--- config.mk ---
export PLATFORM = sky130hd
export DESIGN_NAME = serial_adder_flat
export DESIGN_NICKNAME = d
export VERILOG_FILES = /design/src/rtl/serial_adder_if.sv /design/src/rtl/serial_adder.sv /design/src/flat_wrapper.sv
export SDC_FILE = /design/constraint.sdc
export NUM_CORES = 1
export LEC_CHECK = 0
export BUFFER_PORTS_ARGS = -buffer_cell sky130_fd_sc_hd__buf_2
export CAP_MARGIN = 10
export CORE_MARGIN = 2
export CORE_UTILIZATION = 45
export CTS_BUF_LIST = sky130_fd_sc_hd__clkbuf_4 sky130_fd_sc_hd__clkbuf_8
export CTS_CLUSTER_DIAMETER = 120
export DETAILED_ROUTE_END_ITERATION = 10
export PLACE_DENSITY = 0.7
export SYNTH_ARGS = -nofsm -noshare
export SYNTH_HDL_FRONTEND = slang
export SYNTH_SLANG_ARGS = --single-unit
--- constraint.sdc ---
create_clock -name clk -period 1.3 [get_ports clk]
set_input_delay 0.065 -clock clk [delete_from_list [all_inputs] [get_ports clk]]
set_output_delay 0.065 -clock clk [all_outputs]
set_load 0.02 [all_outputs]
--- src/rtl/serial_adder_if.sv ---
// serial_adder_if: start/busy/done handshake, operands and result of the bit-serial adder
interface serial_adder_if #(parameter int WIDTH = 8);
  logic start;
  logic [WIDTH-1:0] A;
  logic [WIDTH-1:0] B;
  logic Cin;
  logic busy;
  logic done;
  logic [WIDTH-1:0] Sum;
  logic Cout;
  modport master (output start, A, B, Cin, input busy, done, Sum, Cout);
  modport slave (input start, A, B, Cin, output busy, done, Sum, Cout);
endinterface

--- src/rtl/serial_adder.sv ---
// serial_adder: LSB-first bit-serial adder, one full-adder cell and a carry flip-flop
module serial_adder #(parameter int WIDTH = 8) (
  input logic clk,
  input logic rst,
  serial_adder_if.slave bus
);
  localparam int CW = (WIDTH > 2) ? $clog2(WIDTH) : 1;
  typedef enum logic [1:0] {IDLE, SHIFT, DONE} state_t;
  state_t state;
  logic [WIDTH-1:0] sh_a, sh_b, sum;
  logic carry, cout, busy, done;
  logic [CW-1:0] cnt;
  logic s, c_next;
  assign s = sh_a[0] ^ sh_b[0] ^ carry;
  assign c_next = (sh_a[0] & sh_b[0]) | (sh_a[0] & carry) | (sh_b[0] & carry);
  assign bus.busy = busy;
  assign bus.done = done;
  assign bus.Sum = sum;
  assign bus.Cout = cout;
  // IDLE and DONE both accept a start, which gives back-to-back issue without an idle cycle
  always_ff @(posedge clk or posedge rst) begin
    if (rst) begin
      state <= IDLE;
      busy <= 1'b0;
      done <= 1'b0;
      sum <= '0;
      cout <= 1'b0;
      sh_a <= '0;
      sh_b <= '0;
      carry <= 1'b0;
      cnt <= '0;
    end else if (state == SHIFT) begin
      carry <= c_next;
      sum <= {s, sum[WIDTH-1:1]};
      sh_a <= {1'b0, sh_a[WIDTH-1:1]};
      sh_b <= {1'b0, sh_b[WIDTH-1:1]};
      cnt <= cnt + 1'b1;
      if (cnt == CW'(WIDTH - 1)) begin
        state <= DONE;
        busy <= 1'b0;
        done <= 1'b1;
        cout <= c_next;
      end
    end else begin
      done <= 1'b0;
      if (bus.start) begin
        state <= SHIFT;
        busy <= 1'b1;
        sh_a <= bus.A;
        sh_b <= bus.B;
        carry <= bus.Cin;
        cnt <= '0;
        sum <= '0;
      end else begin
        state <= IDLE;
        busy <= 1'b0;
      end
    end
  end
endmodule

--- src/flat_wrapper.sv ---
// flat-port wrapper written by rule: the top's interface ports become plain ports
module serial_adder_flat 
#(parameter int WIDTH = 8)
  (clk, rst, bus_start, bus_A, bus_B, bus_Cin, bus_busy, bus_done, bus_Sum, bus_Cout);
  serial_adder_if #(.WIDTH(WIDTH)) bus_i ();
  input logic clk;
  input logic rst;
  input wire logic [$bits(bus_i.start)-1:0] bus_start;
  input wire logic [$bits(bus_i.A)-1:0] bus_A;
  input wire logic [$bits(bus_i.B)-1:0] bus_B;
  input wire logic [$bits(bus_i.Cin)-1:0] bus_Cin;
  output wire logic [$bits(bus_i.busy)-1:0] bus_busy;
  output wire logic [$bits(bus_i.done)-1:0] bus_done;
  output wire logic [$bits(bus_i.Sum)-1:0] bus_Sum;
  output wire logic [$bits(bus_i.Cout)-1:0] bus_Cout;
  assign bus_i.start = bus_start;
  assign bus_i.A = bus_A;
  assign bus_i.B = bus_B;
  assign bus_i.Cin = bus_Cin;
  assign bus_busy = bus_i.busy;
  assign bus_done = bus_i.done;
  assign bus_Sum = bus_i.Sum;
  assign bus_Cout = bus_i.Cout;
  serial_adder #(.WIDTH(WIDTH)) u_core (.clk(clk), .rst(rst), .bus(bus_i));
endmodule
==> impl_metrics.json <==
{
  "dpl_cell_area_mm2": 0.00179,
  "fin_nets": 169,
  "overflow": 0,
  "drt-pass1-iter-count": 4,
  "clkSinkCount": 31,
  "powerDensity_mw_per_mm2": 2180,
  "row_count": 21,
  "initial_core_util": 0.478,
  "grt_use_total": 0.148,
  "synth.distinct_cells": 16,
  "dp_hpwl_um": 1790,
  "vias_per_cell": 4.83,
  "grt_setup_unrepaired": "false",
  "synth_top_area_frac": 0.479,
  "netlist_area_mm2": 0.00162,
  "grt_pass1_wl_um": 4500,
  "clk_pin_slew_ps": 90,
  "ant_nets": 0,
  "worst_clock_skew_ps": 11.9,
  "setup_viol": 0,
  "cts_tree": "yes",
  "cts_buffers": 5,
  "crit_required_ps": 1540,
  "drt_iter0_drc": 39,
  "arrival_ps": 1470,
  "maxCapViolations": 0,
  "tns_ps": 0,
  "via_count": 932,
  "final_core_util": 0.576,
  "die_x_um": 64.0,
  "critPathKind": "flip-flop to flip-flop",
  "die-area_mm2": 0.00409,
  "die_h_um": 64.0,
  "relSlewSlack": 0.737,
  "startpoint_type": "flip-flop",
  "wirelength_um": 2770,
  "htree_levels": 2,
  "avgSynthCellArea_um2": 15.1,
  "holdWs_ps": 43.7,
  "setup_slack_ps": 65.7,
  "status": "finished, final reports clean",
  "fp.coreArea_mm2": 0.00339,
  "clockBufferDepth": 2,
  "final_cell_area_mm2": 0.00195,
  "syn2layout_area_growth_pct": 20.6,
  "hp-class": "primary input to flip-flop",
  "insertedDiodeCount": 0,
  "gp_congestion": 0.693,
  "grt_pass1_vias": 964,
  "fmax_ghz": 0.810,
  "cpPeakStageDelay_ps": 410,
  "synthCells": 107,
  "peakVddDrop_mv": 1.17,
  "fin_crit_ps": 1230,
  "fin_crit_sh": 0.949,
  "wl_per_cell_um": 14.4,
  "antenna_found_initial": 0,
  "finalHoldViolCount": 0,
  "insertion_delay_ps": 350,
  "post_layout_nonfiller_instances": 193,
  "portBuffers": 30,
  "num_io_pins": 31,
  "ys_warn_count": 0,
  "critical_path.cell_chain": "ha_1 -> ha_2 -> mux2_4",
  "cts-root-buf": "clkbuf_4",
  "drv_slew": 0,
  "path_buf_inv": 0,
  "cp_slowest_cell": "dfrtp_1",
  "end_kind": "flip-flop",
  "fill_cells": 292,
  "critPathTopFamily": "adder cells",
  "grt_max_degree": 32,
  "synth_seq_area_share": 0.479,
  "power.total_mw": 4.27,
  "critPathMaxFanout": 3,
  "tightest_slew_ps": 394,
  "place_ws_ps": 56.7,
  "p_leak_nw": 0.996,
  "synth_seq_cells": 31,
  "yosysTopAreaCell": "dfrtp_1",
  "drc": 0,
  "drive_above_1_share": 0.565,
  "placed_cells": 180,
  "synth_nets": 130,
  "ys_top_cells_by_area": "dfrtp_1 (48%), mux2_4 (25%), mux2_2 (7.0%)"
}
==> cell usage after synthesis, drive strengths merged <==
| library cell | instances |
|---|---|
| and2b | 2 |
| buf | 6 |
| dfrtp | 31 |
| fa | 1 |
| ha | 2 |
| inv | 6 |
| mux2 | 37 |
| mux2i | 7 |
| nand2b | 3 |
| nand3b | 1 |
| nor2 | 2 |
| nor2b | 8 |
| o21a | 1 |
==> final timing paths <==
kind                            depth (start not counted)  slack (ps)                 startpoint                            end
worst min register to register                          1         500  u_core.cnt[0]$_DFFE_PP0P_      u_core.cnt[0]$_DFFE_PP0P_
worst min-delay path                                    3          40                    bus_Cin       u_core.carry$_DFFE_PP0P_
max in group asynchronous                               4         650                        rst    u_core.bus.done$_DFFE_PP0P_
min in group asynchronous                               4         340                        rst  u_core.bus.Sum[5]$_DFFE_PP0P_
worst max-delay path                                    3          70  u_core.cnt[0]$_DFFE_PP0P_      u_core.cnt[2]$_DFFE_PP0P_
worst max register to register                          3          70  u_core.cnt[0]$_DFFE_PP0P_      u_core.cnt[2]$_DFFE_PP0P_
==> power by group <==
group	internal (mW)	switching [mW]	total (mW)
Combinational	1.15	0.743	1.89
Clock	0.454	0.343	0.797
Sequential	1.34	0.235	1.58
==> timing repair <==
item / in CTS / in global routing
endpoints found under the hold margin: 33 / 0
endpoints found under the setup margin: 0 / 4
buffers inserted: 0 / 1
hold buffers: 3 / 0
gates resized for setup: 0 / 2
==> cells in the final DEF (no fill, tap or decap), types with 2 or more instances in the layout <==
| master | n |
|---|---|
| nand2b_1 | 2 |
| clkbuf_4 | 5 |
| buf_4 | 2 |
| dlygate4sd3_1 | 3 |
| and2b_1 | 2 |
| mux2_2 | 10 |
| nor2b_1 | 8 |
| buf_12 | 2 |
| buf_2 | 30 |
| dfrtp_1 | 30 |
| nor2_1 | 2 |
| mux2_4 | 27 |
| mux2i_1 | 7 |
| inv_1 | 6 |
==> routing by layer <==
| metal | share of wire | global-route usage | vias to the layer above |
|---|---|---|---|
| met1 | 0.45 | 0.187 | 450 |
| met5 | 0 | 0 | - |
| met2 | 0.47 | 0.224 | 27 |
| li1 | - | - | 448 |
| met4 | 0.023 | 0.0815 | 0 |
| met3 | 0.057 | 0.0458 | 7 |
==> layout make-up <==
type                            count  area, um2  area share
Clock buffer                        6       51.3      0.0263
Clock inverter                      2       35.0      0.0179
Inverter                            6       22.5      0.0115
Multi-Input combinational cell     64        749       0.384
Sequential cell                    31        777       0.398
Tap cell                           46       57.6      0.0295
Timing Repair Buffer               38        260       0.133
==> worst min-delay path: stages <==
cell and delay (ps):
buf_2 90, mux2i_1 60, mux2i_1 120
==> sequential cells by signal, indices dropped and copies added, names as in the netlist <==
| signal | flops |
|---|---|
| u_core.bus.Cout | 1 |
| u_core.sh_a | 8 |
| u_core.sh_b | 8 |
| u_core.state | 1 |
| u_core.cnt | 3 |
| u_core.bus.Sum | 8 |
| u_core.bus.done | 1 |
| u_core.carry | 1 |
==> logic make-up (layout without fill, tap and decap cells) <==
logic type	Yosys count	after routing	share of synthesized area
multiplexers	44	44	0.363
flip-flops	31	31	0.479
AND/OR/NAND/NOR	16	16	0.0611
buffers and inverters	12	52	0.0641
adder cells (fa/ha/maj)	3	3	0.0278
AO/OA/AOI/OAI	1	1	0.00464
No activity file was read; power rests on OpenSTA's default activity.
